==> src/rtl/seq_divider_if.sv <==
// Handshake and operand/result bundle for seq_divider.
// The master side issues divisions; the slave side (the divider) returns results.
// The width parameter is named bit_w because "bit" is a reserved word in SystemVerilog.
interface seq_divider_if #(
  parameter int unsigned bit_w = 5
);
  logic             start;
  logic [bit_w-1:0] I_Q;
  logic [bit_w-1:0] I_B;
  logic [bit_w-1:0] quotient;
  logic [bit_w-1:0] remainder;
  logic             busy;
  logic             done;
  logic             div_zero;

  modport master (
    output start, I_Q, I_B,
    input  quotient, remainder, busy, done, div_zero
  );

  modport slave (
    input  start, I_Q, I_B,
    output quotient, remainder, busy, done, div_zero
  );
endinterface

==> src/rtl/seq_divider.sv <==
// seq_divider: sequential restoring unsigned divider, one quotient bit per clock.
// Optional macro SEQ_DIV_ZERO_CHECK_EN: detect a zero divisor at accept time and
// finish in one cycle with div_zero=1; when undefined div_zero is tied low and a
// zero divisor runs the full iteration count.
//
// state | meaning
// IDLE  | waiting for start; results held
// DIV   | one restoring iteration per clock, p counts down to 0
// DONE  | done pulse; results valid
module seq_divider #(
  parameter int unsigned bit_w = 5
) (
  input  logic         clk,
  input  logic         rst_n,
  seq_divider_if.slave bus
);

  localparam int unsigned P_W = $clog2(bit_w + 1);

  typedef enum logic [1:0] {
    IDLE = 2'd0,
    DIV  = 2'd1,
    DONE = 2'd2
  } state_t;

  state_t           state_q, state_d;
  logic [bit_w:0]   a_q, a_d;
  logic [bit_w-1:0] q_q, q_d;
  logic [bit_w-1:0] b_q, b_d;
  logic [P_W-1:0]   p_q, p_d;
  logic [bit_w-1:0] quotient_q, quotient_d;
  logic [bit_w-1:0] remainder_q, remainder_d;
  logic [bit_w:0]   shifted;
  logic [bit_w:0]   t;
`ifdef SEQ_DIV_ZERO_CHECK_EN
  logic             dz_q, dz_d;
`endif

  // State and datapath registers; reset clears everything including the results.
  always_ff @(posedge clk or negedge rst_n) begin
    if (!rst_n) begin
      state_q     <= IDLE;
      a_q         <= '0;
      q_q         <= '0;
      b_q         <= '0;
      p_q         <= '0;
      quotient_q  <= '0;
      remainder_q <= '0;
`ifdef SEQ_DIV_ZERO_CHECK_EN
      dz_q        <= 1'b0;
`endif
    end else begin
      state_q     <= state_d;
      a_q         <= a_d;
      q_q         <= q_d;
      b_q         <= b_d;
      p_q         <= p_d;
      quotient_q  <= quotient_d;
      remainder_q <= remainder_d;
`ifdef SEQ_DIV_ZERO_CHECK_EN
      dz_q        <= dz_d;
`endif
    end
  end

  // Next-state and datapath: accept in IDLE, iterate in DIV, latch results on the last iteration.
  always_comb begin
    state_d     = state_q;
    a_d         = a_q;
    q_d         = q_q;
    b_d         = b_q;
    p_d         = p_q;
    quotient_d  = quotient_q;
    remainder_d = remainder_q;
`ifdef SEQ_DIV_ZERO_CHECK_EN
    dz_d        = dz_q;
`endif
    shifted     = {a_q[bit_w-1:0], q_q[bit_w-1]};
    t           = shifted - {1'b0, b_q};

    case (state_q)
      IDLE: begin
        if (bus.start) begin
          a_d     = '0;
          q_d     = bus.I_Q;
          b_d     = bus.I_B;
          p_d     = P_W'(bit_w);
          state_d = DIV;
`ifdef SEQ_DIV_ZERO_CHECK_EN
          dz_d    = 1'b0;
          if (bus.I_B == '0) begin
            dz_d        = 1'b1;
            quotient_d  = '1;
            remainder_d = bus.I_Q;
            state_d     = DONE;
          end
`endif
        end
      end
      DIV: begin
        if (t[bit_w]) begin
          a_d = shifted;
          q_d = {q_q[bit_w-2:0], 1'b0};
        end else begin
          a_d = t;
          q_d = {q_q[bit_w-2:0], 1'b1};
        end
        p_d = p_q - P_W'(1);
        if (p_q == P_W'(1)) begin
          state_d     = DONE;
          quotient_d  = q_d;
          remainder_d = a_d[bit_w-1:0];
        end
      end
      DONE: begin
        state_d = IDLE;
      end
      default: begin
        state_d = IDLE;
      end
    endcase
  end

  assign bus.quotient  = quotient_q;
  assign bus.remainder = remainder_q;
  assign bus.busy      = (state_q != IDLE);
  assign bus.done      = (state_q == DONE);
`ifdef SEQ_DIV_ZERO_CHECK_EN
  assign bus.div_zero  = dz_q;
`else
  assign bus.div_zero  = 1'b0;
`endif

endmodule
==> src/flat_wrapper.sv <==
// flat-port wrapper written by rule: the top's interface ports become plain ports
module seq_divider_flat 
#(
  parameter int unsigned bit_w = 5
)
  (clk, rst_n, bus_start, bus_I_Q, bus_I_B, bus_quotient, bus_remainder, bus_busy, bus_done, bus_div_zero);
  seq_divider_if #(.bit_w(bit_w)) bus_i ();
  input  logic clk;
  input  logic rst_n;
  input wire logic [$bits(bus_i.start)-1:0] bus_start;
  input wire logic [$bits(bus_i.I_Q)-1:0] bus_I_Q;
  input wire logic [$bits(bus_i.I_B)-1:0] bus_I_B;
  output wire logic [$bits(bus_i.quotient)-1:0] bus_quotient;
  output wire logic [$bits(bus_i.remainder)-1:0] bus_remainder;
  output wire logic [$bits(bus_i.busy)-1:0] bus_busy;
  output wire logic [$bits(bus_i.done)-1:0] bus_done;
  output wire logic [$bits(bus_i.div_zero)-1:0] bus_div_zero;
  assign bus_i.start = bus_start;
  assign bus_i.I_Q = bus_I_Q;
  assign bus_i.I_B = bus_I_B;
  assign bus_quotient = bus_i.quotient;
  assign bus_remainder = bus_i.remainder;
  assign bus_busy = bus_i.busy;
  assign bus_done = bus_i.done;
  assign bus_div_zero = bus_i.div_zero;
  seq_divider #(.bit_w(bit_w)) u_core (.clk(clk), .rst_n(rst_n), .bus(bus_i));
endmodule
==> config.mk <==
export PLATFORM = sky130hd
export DESIGN_NAME = seq_divider_flat
export DESIGN_NICKNAME = d
export VERILOG_FILES = /design/src/rtl/seq_divider_if.sv /design/src/rtl/seq_divider.sv /design/src/flat_wrapper.sv
export SDC_FILE = /design/constraint.sdc
export NUM_CORES = 1
export LEC_CHECK = 0
export CAP_MARGIN = 20
export CORE_UTILIZATION = 35
export DETAILED_ROUTE_END_ITERATION = 7
export PLACE_DENSITY = 0.54
export SETUP_SLACK_MARGIN = 0.1
export SYNTH_ARGS = -nofsm -noshare
export SYNTH_HDL_FRONTEND = slang
export SYNTH_SLANG_ARGS = --single-unit
==> constraint.sdc <==
create_clock -name clk -period 2.9 [get_ports clk]
set_clock_uncertainty 0.1 [all_clocks]
set_input_delay 0.29 -clock clk [delete_from_list [all_inputs] [get_ports clk]]
set_output_delay 0.29 -clock clk [all_outputs]
set_load 0.01 [all_outputs]
# Word level (Yosys, flattened, before mapping)
# Cells that the tools add are included.
word_totals:
  regBits: 30
  input_bits: 13
  output_inout_bits: 13
  wordCells: 32
op_classes:
  add_sub_neg: 2
  n_eq_ne: 5
  mux: 11
  reduce_logical: 7
ops:
  columns: ["cell", "n"]
  rows:
  - ["$pmux W5 S2", 2]
  - ["$mux W5", 3]
  - ["$reduce_and A2 Y1", 4]
  - ["$pmux W3 S2", 1]
  - ["$sub A6 B5 Y6", 1]
  - ["$mux W2", 2]
  - ["$pmux W2 S2", 1]
  - ["$reduce_bool A2 Y1", 2]
  - ["$eq A3 B1 Y1 const B", 1]
  - ["$mux W3", 1]
  - ["$sub A3 B1 Y3 const B", 1]
  - ["$eq A2 B1 Y1 const B", 1]
  - ["$eq A2 B2 Y1 const B", 1]
  - ["$logic_not A2 Y1", 1]
  - ["$ne A2 B1 Y1 const B", 1]
  - ["$ne A2 B2 Y1 const B", 1]
  - ["$mux W1", 1]

# Logic depth before layout (Yosys ltp)
# Gate-level depths: netlist of the first run.
depth:
  word_depth: 3
  ltp_mapped: 9
  ltp_nobuf: 9

# Worst setup path after synthesis of the first run
# Ideal clock, no wire load.
synth_timing:
  kind: "reg-to-reg"
  startpoint: "reg u_core.q_q[4]"
  endpoint: "reg u_core.a_q[4]"
  setup_time_ns: 0.130
  t_arrival_ns: 1.889
  t_required_ns: 2.670
  slack_ns: 0.781
  path_stages_with_launch: 10
  n_path_buf: 0
  synth_period_minus_slack_ns: 2.119
  path_cell_list: "dfrtp_1 inv_1 ha_1 inv_1 fa_1 and3_1 or3_1 a32oi_1 a211o_1 nand4_1"
synth_via:
  elab_chain_cells: 3
synth_rtl:
  columns: ["element", "line_no", "text"]
  rows:
  - ["start, declared", "seq_divider.sv:28", "logic [bit_w-1:0] q_q, q_d;"]
  - ["start signal, assigned", "seq_divider.sv:55", "q_q <= q_d;"]
  - ["$sub A6 B5 Y6", "seq_divider.sv:79", "t = shifted - {1'b0, b_q};"]
  - ["$mux W5", "seq_divider.sv:101", "if (t[bit_w]) begin"]
  - ["$pmux W5 S2", "seq_divider.sv:81", "case (state_q)"]
  - ["end signal, assigned", "seq_divider.sv:43", "a_q <= '0;"]
  - ["end signal, assigned", "seq_divider.sv:54", "a_q <= a_d;"]
  - ["end, declared", "seq_divider.sv:27", "logic [bit_w:0] a_q, a_d;"]
# No other way between the ends.
# A chain may end at the register's enable or synchronous reset.

# Final worst setup path of the first run
# Ends and elaborated chain as after synthesis.

==> results.toml, run 1 <==
[power_and_ir_drop]
net-switching-power_mw = 1.23
ir_drop_v = 0.000487
p_clk_share_pct = 12.7
switching_share_pct = 45.1
p_per_area_mw_per_mm2 = 1310
power_frac_seq_pct = 29.5
combPwrFrac_pct = 57.8
p_leak_nw = 0.922
p_int_mw = 1.50

[yosys]
ys_seq_elements = 30
synthFlopType = "dfrtp_1"
syn-mean-instance-area_um2 = 8.90
syn_area_mm2 = 0.00170
synth_cells = 191
synth_common_cells = "nand2_1, dfrtp_1, o21ai_0"
ys_seq_area_share_pct = 44.2
synth_edf_count = 0
synth_top_area_share_pct = 44.2
yosysTopAreaCell = "dfrtp_1"
synth_fp_nets = 212
async_flop_share_pct = 100
synth.distinct_cells = 46
synth_most_common_cell = "nand2_1"
ys_warn_count = 0
synth.area.top_cells = "dfrtp_1, nand2_1, ha_1, o21ai_0, nor2b_1"

[timing]
hold_viol = 0
rsz0062_at_grt = "false"
slew_headroom_pct = 45.2
tightest_slew_ps = 820
clock.fmax_mhz = 433
totalNegativeSetupSlack_ps = 0
finalCriticalPeriod_ps = 2310
setup_viol = 0
finalCritPeriodShare_pct = 79.6
maxSlewViolCount = 0
setup_slack_ps = 591

[placed_design]
hpwl_mm = 2.88
gp_congestion = 0.853
io_buffers = 24
post-place-ws_ps = 620

[grt]
grt_pass1_vias = 1482
antenna_found_initial = 0
grt_overflow = 0
grt_pass1_wl_mm = 6.96
grt.total_usage_pct = 17.5
grt_start_max_net_pins = 31

[setup_path]
regToRegSetupSlack_ps = 590
endpoint = "u_core.a_q[4]"
r2r_start = "u_core.q_q[4]"
crit_arrival_ps = 2370
critPathCaptureType = "flop"
critPathKind = "reg -> reg"
startpoint = "u_core.q_q[4]"
reg2regPathDepth = 9
cp-start-kind = "flop"
timing.rr.end = "u_core.a_q[4]"
worstPathMaxFanout = 4
required_ps = 2960

[clocking]
cts_buffers = 5
root_buffer = "clkbuf_8"
postCtsSetupBuffers = 0
clk_latency_ps = 270
post_cts_resized = 0
cts_tree = "done"
clkTransAtPathRegs_ps = 60
cts.htree.levels = 2
cts_sinks = 30
cts_hold_buffers = 0
cts_buffer_depth = 2

[floorplanning]
die_w_um = 71.7
fp.coreArea_mm2 = 0.00450
num_io_pins = 26
dieArea_mm2 = 0.00514
die_h_um = 71.7
initial_utilization_pct = 37.8
rows = 24

[layout]
nNetsFinal = 239
final_util_pct = 46.3
area_delta_synth_final_pct = 22.6
final_layout_size_suffix_gt1_share_pct = 7.76
diodes = 0

[route]
drtAntennaViolNets = 0
drc = 0
vias = 1482
drt-initial-drc-count = 79
wl_per_cell_um = 15.2
drt_wl_total_mm = 4.13
routed_via_density = 5.47
first_pass_iters = 4

[hold_path]
hold_class = "in -> async"

[job]
max_cap_viol_count = 0

[outcome]
outcome = "completed"
how the worst min path moves through the flow:
stage                                       from                     end  cells past startpoint
after CTS                                  rst_n           u_core.a_q[3]                      2
final                                      rst_n           u_core.b_q[4]                      2
after detailed placement  u_core.bus.quotient[3]  u_core.bus.quotient[3]                      2
after global routing                       rst_n           u_core.b_q[3]                      2
after global placement    u_core.bus.quotient[1]  u_core.bus.quotient[1]                      2
after floorplan                            rst_n           u_core.a_q[0]                      0
critical path, cell delays in order, from the launching register on:
cell and delay [ps]:
dfrtp_1 370, inv_1 120, ha_1 180, inv_1 50
fa_1 400, and3_1 190, or3_1 310, a32oi_1 270
a211o_1 140, nand4_1 60
flip-flops by register name (all words and copies together), names as in the netlist:
register and cells:
u_core.b_q 5, u_core.p_q 3, u_core.bus.quotient 5, u_core.state_q 2
u_core.a_q 5, u_core.bus.remainder 5, u_core.q_q 5
cells in the final DEF, fill, tap and decap left out, types with 6 or more instances in the layout:
cell             count
nor2_1              11
ha_1                 7
a21oi_1              7
clkbuf_8             6
inv_1               10
clkdlybuf4s50_1     24
o21ai_0             15
dfrtp_1             30
nor2b_1              8
nand2_1             37
power groups by stage:
stage               clock (mW)  combinational [mW]  sequential [mW]
floorplan                    0                1.12            0.768
global placement             0                1.52            0.801
detailed placement           0                1.56            0.808
CTS                      0.360                1.57            0.801
global route             0.379                1.77            0.831
finish                   0.346                1.58            0.805
cell type report:
| cell class | count | area (um2) |
|---|---|---|
| Inverter | 11 | 41.3 |
| Tap cell | 52 | 65.1 |
| Multi-Input combinational cell | 143 | 873 |
| Clock inverter | 1 | 5.00 |
| Fill cell | 430 | 2420 |
| Sequential cell | 30 | 751 |
| Timing Repair Buffer | 27 | 263 |
| Clock buffer | 7 | 86.3 |
stage by stage:
stage,hold slack [ps],cell area [um2],std cells,total power [mW]
4_1_cts,317,2080,271,2.73
2_1_floorplan,-106,1700,191,1.89
6_report,301,2080,271,2.73
5_1_grt,339,2080,271,2.98
3_5_place_dp,363,1990,263,2.37
3_3_place_gp,358,1990,263,2.32
cells by family after synthesis:
| group | after synthesis | share of synthesized area [%] |
|---|---|---|
| muxes | 2 | 1.25 |
| and+or+nand+nor | 75 | 20.5 |
| adders and majority gates | 8 | 6.33 |
| other | 1 | 0.221 |
| DFF | 30 | 44.2 |
| AOI/OAI and AO/OA | 55 | 22.1 |
| buffers and inverters | 18 | 4.49 |
| xor gates and xnor gates | 2 | 1.03 |
per-layer routing:
layer,part of all wire [%],GRT usage (%)
met1,49,23.8
met2,45,26.7
met3,5.5,4.08
met4,1.4,7.41
met5,0,0
Power figures use the tool's default switching activity.
==> run 2: changes to the inputs <==
Clock period 2.9 ns to 2.29 ns, I/O delays scaled along.
==> run 2 against run 1 <==
  * Non-clock buffer count rose by 5
  * Register-to-register slack got worse by 450 ps
  * Core utilization rose by 3.0 points
  * Die area did not move
  * Flip-flop and latch count did not move
  * Worst hold slack got worse by 74 ps
  * Clock-buffer cell count fell by 1
  * Largest cell class unchanged
  * Largest power group unchanged
==> results.toml, run 2 (synthesis gave the netlist of run 1 again) <==
[clocking]
clkTransAtPathRegs_ps = 70
cts_buffers = 5
cts_buffer_depth = 2
root_buffer = "clkbuf_8"
cts_tree = "done"
cts_sinks = 30
cts.htree.levels = 2
cts_hold_buffers = 0
clk_latency_ps = 280

[layout]
area_delta_synth_final_pct = 30.6
nNetsFinal = 244
final_util_pct = 49.3
final_layout_size_suffix_gt1_share_pct = 15.2
final_common_cell = "nand2_1"
mostFrequentLayoutCells = "nand2_1, dfrtp_1, clkdlybuf4s50_1"
diodes = 0
final_area_mm2 = 0.00222
fin_cells = 276

[route]
wl_per_cell_um = 15.0
drt_wl_total_mm = 4.13
drtAntennaViolNets = 0
drc = 0
vias = 1501
drt-initial-drc-count = 64
first_pass_iters = 4
routed_via_density = 5.44

[setup_path]
slowest_stage = "fa_2"
critPathKind = "reg -> reg"
cp-start-kind = "flop"
r2r_start = "u_core.q_q[4]"
cp_common_cell = "inv_2"
timing.rr.end = "u_core.a_q[4]"
cp_cell_sequence = "inv_2 -> ha_4 -> inv_2 -> fa_2 -> and3_4 -> or3_4 -> a32oi_2 -> a211o_1 -> nand4_1"
cpPeakStageDelay_ps = 400
critPathCaptureType = "flop"
crit_family = "simple AND/OR/NAND/NOR gates"
path_buf_inv = 2
reg2regPathDepth = 9
required_ps = 2350
crit_arrival_ps = 2220
regToRegSetupSlack_ps = 140
worstPathMaxFanout = 3

[placed_design]
io_buffers = 24
hpwl_mm = 2.90
gp_congestion = 0.849
post-place-ws_ps = 61.7
dp.cells = 266
placed_cell_area_mm2 = 0.00202

[grt]
antenna_found_initial = 0
grt_pass1_vias = 1462
grt_start_max_net_pins = 31
grt.total_usage_pct = 17.7
grt_overflow = 0
grt_pass1_wl_mm = 6.98

[floorplanning]
dieArea_mm2 = 0.00514
fp.coreArea_mm2 = 0.00450
num_io_pins = 26
initial_utilization_pct = 37.8
die_h_um = 71.7
die_w_um = 71.7
rows = 24

[timing]
setup_slack_ps = 137
clock.fmax_mhz = 464
finalCriticalPeriod_ps = 2150
holdWs_ps = 227
finalCritPeriodShare_pct = 94.0
rsz0062_at_grt = "true"
maxSlewViolCount = 0
hold_viol = 0
totalNegativeSetupSlack_ps = 0
setup_viol = 0

[power_and_ir_drop]
switching_share_pct = 42.1
totalPowerFinal_mw = 3.89
combPwrFrac_pct = 56.7
p_leak_nw = 0.967
p_per_area_mw_per_mm2 = 1750
ir_drop_v = 0.000683
p_clk_share_pct = 17.1
power_frac_seq_pct = 26.2
p_int_mw = 2.26
net-switching-power_mw = 1.64

[job]
max_cap_viol_count = 0

[outcome]
outcome = "completed"

[hold_path]
hold_class = "in -> async"
run 2: changes by cell type in the layout (fill, tap and decap cells not counted), sizes merged:
cell / delta
clkbuf: -1
buf: +5
clkinv: -1
bufinv: +2
run 2: per-layer routing:
| metal | vias up | share of wire, % | global-route usage [%] |
|---|---|---|---|
| met1 | 719 | 46 | 23.4 |
| met3 | 8 | 4.8 | 4.92 |
| met5 | - | 0 | 0 |
| met2 | 39 | 47 | 27.9 |
| li1 | 735 | - | - |
| met4 | 0 | 1.4 | 5.88 |
run 2: how the worst max path moves through the flow:
stage	to	startpoint	slack, ps	cells past startpoint
after floorplan	u_core.a_q[4]	u_core.q_q[4]	170	9
after global routing	u_core.a_q[4]	u_core.q_q[4]	60	9
final	u_core.a_q[4]	u_core.q_q[4]	140	9
after detailed placement	u_core.a_q[4]	u_core.q_q[4]	60	9
after global placement	u_core.a_q[4]	u_core.q_q[4]	120	9
after CTS	u_core.a_q[4]	u_core.q_q[4]	110	9
run 2: cell type report:
cell class | count | area [um2]
clock buffers | 6 | 82.6
clock inverters | 2 | 60.1
fillers | 412 | 2280
inverters | 11 | 41.3
multi-input cells | 143 | 921
flip-flops and latches | 30 | 751
well taps | 52 | 65.1
repair buffers | 32 | 300
run 2: what timing repair did:
item / 4_1_cts / 5_1_grt
pin swaps: 0 / 4
gates resized for setup: 2 / 10
setup endpoints to repair: 2 / 6
setup buffers: 0 / 2
run 2: power by group through the flow:
| stage | clock network [mW] | registers [mW] | logic [mW] |
|---|---|---|---|
| after detailed placement | 0 | 1.02 | 2.01 |
| final | 0.665 | 1.02 | 2.21 |
| after CTS | 0.688 | 1.01 | 2.05 |
| after floorplan | 0 | 0.973 | 1.42 |
| after global placement | 0 | 1.01 | 1.95 |
| after global routing | 0.707 | 1.06 | 2.46 |
==> run 3: changes to the inputs <==
Settings changed: CTS_BUF_LIST set to sky130_fd_sc_hd__clkbuf_4 sky130_fd_sc_hd__clkbuf_8, DONT_BUFFER_PORTS set to 1, PLACE_DENSITY 0.54 to 0.47, RECOVER_POWER set to 50.
==> run 3 against run 2 <==
  * Power is 11% lower
  * Sequential share of layout area is 4.2 points higher
  * Die area stayed put
  * Critical endpoint is now u_core.a_q[2]
  * Non-clock buffer count is 20 lower
  * First-iteration DRC count is 64% higher
  * Routed wire length is 5.9% lower
  * Sequential power is 5% higher
  * Core utilization is 5.4 points lower
  * Clock power is 22% lower
  * Combinational power is 15% lower
  * Worst hold slack worse by 180 ps
==> results.toml, run 3 (synthesis gave the netlist of run 1 again) <==
[floorplanning]
initial_utilization_pct = 37.8
fp.coreArea_mm2 = 0.00450
dieArea_mm2 = 0.00514
rows = 24
num_io_pins = 26
die_h_um = 71.7
die_w_um = 71.7

[setup_path]
reg2regPathDepth = 6
cp-start-kind = "flop"
startpoint = "u_core.a_q[2]"
required_ps = 2340
timing.rr.end = "u_core.a_q[2]"
r2r_start = "u_core.a_q[2]"
critPathCaptureType = "flop"
worstPathMaxFanout = 7
critPathKind = "reg -> reg"
crit_arrival_ps = 2200
regToRegSetupSlack_ps = 140
endpoint = "u_core.a_q[2]"

[route]
drtAntennaViolNets = 0
drt_wl_total_mm = 3.89
drc = 0
first_pass_iters = 4
drt-initial-drc-count = 105
routed_via_density = 5.61
wl_per_cell_um = 15.2
vias = 1437

[placed_design]
gp_congestion = 0.831
placed_cell_area_mm2 = 0.00177
dp.cells = 241
hpwl_mm = 2.80
io_buffers = 0

[timing]
totalNegativeSetupSlack_ps = 0
tightest_slew_ps = 1340
maxSlewViolCount = 0
slew_headroom_pct = 10.7
clock.fmax_mhz = 464
hold_viol = 0
finalCriticalPeriod_ps = 2150
finalCritPeriodShare_pct = 94.0
rsz0062_at_grt = "true"
setup_viol = 0

[clocking]
cts_buffer_depth = 2
cts.htree.levels = 2
clkTransAtPathRegs_ps = 60
clk_latency_ps = 280
cts_sinks = 30
postCtsSetupBuffers = 0
cts_buffers = 5
root_buffer = "clkbuf_8"
cts_tree = "done"

[layout]
final_area_mm2 = 0.00198
final_layout_size_suffix_gt1_share_pct = 14.2
fin_cells = 256
area_delta_synth_final_pct = 16.2
final_util_pct = 43.9
diodes = 0
mostFrequentLayoutCells = "nand2_1, dfrtp_1, o21ai_0"
final_common_cell = "nand2_1"
nNetsFinal = 224

[power_and_ir_drop]
net-switching-power_mw = 1.56
p_leak_nw = 0.883
p_clk_share_pct = 15.0
p_per_area_mw_per_mm2 = 1750
ir_drop_v = 0.000637
p_int_mw = 1.90
power_frac_seq_pct = 30.9
combPwrFrac_pct = 54.0
switching_share_pct = 45.0

[hold_path]
hold_class = "in -> reg"

[grt]
grt_start_max_net_pins = 31
antenna_found_initial = 0
grt_pass1_wl_mm = 6.51
grt_pass1_vias = 1326
grt_overflow = 0
grt.total_usage_pct = 16.9

[outcome]
outcome = "completed"

[job]
max_cap_viol_count = 0
[run 3: cell types whose count changed in the layout (fill, tap and decap cells not counted), sizes merged]
cell,change
dlymetal6s4s,+1
clkbuf,-1
buf,-3
bufinv,-1
clkinv,+2
clkdlybuf4s50,-24
dlygate4sd3,+6
[run 3: cell type report]
type                    count  area [um2]
fillers                   460        2530
inverters                  11        41.3
clock inverters             3        40.0
flip-flops and latches     30         751
multi-input cells         143         900
well taps                  52        65.1
repair buffers             12         110
clock buffers               5        68.8
[run 3: per-stage QoR]
stage | setup slack (ps) | power (mW) | hold slack, ps
floorplan | 171 | 2.39 | -167
global placement | 116 | 2.79 | -166
detailed placement | 96.3 | 2.82 | -166
CTS | 105 | 3.41 | 36.7
global route | 56.3 | 3.78 | 73.3
finish | 136 | 3.46 | 45.4
[run 3: power groups by stage]
| stage | clock network (mW) | registers, mW | logic [mW] |
|---|---|---|---|
| floorplan | 0 | 0.973 | 1.42 |
| global placement | 0 | 1.07 | 1.72 |
| detailed placement | 0 | 1.07 | 1.74 |
| CTS | 0.540 | 1.06 | 1.81 |
| global route | 0.567 | 1.11 | 2.10 |
| finish | 0.519 | 1.07 | 1.87 |
[run 3: worst max-delay path: stages, from the launching register on]
cell     delay (ps)
dfrtp_1         420
ha_1            390
a21o_1          240
a21oi_2         250
a21oi_2         120
nor3_1          390
o31ai_1         110
[run 3: layer usage]
metal	share of wire, %	vias to the layer above	wire (um)	GRT usage [%]
met1	49	683	1910	23.7
met5	0	-	0	0
met2	44	44	1700	24.5
met4	2.1	0	80	7.19
met3	5.2	12	202	4.36
li1	-	698	-	-
[run 3: worst min path at each step]
| stage | cells after the start | start | to | slack, ps |
|---|---|---|---|---|
| 2_1_floorplan | 0 | rst_n | u_core.a_q[0] | -170 |
| 3_3_place_gp | 0 | rst_n | u_core.a_q[3] | -170 |
| 3_5_place_dp | 0 | rst_n | u_core.b_q[3] | -170 |
| 4_1_cts | 2 | bus_I_Q[2] | u_core.q_q[2] | 40 |
| 5_1_grt | 2 | bus_I_Q[4] | u_core.q_q[4] | 70 |
| 6_report | 2 | bus_I_Q[4] | u_core.q_q[4] | 50 |
[run 3: timing repair]
action,4_1_cts,5_1_grt
setup endpoints to repair,2,6
resized for setup,1,8
hold endpoints to repair,35,0
hold buffers,7,0
pin swaps,1,2
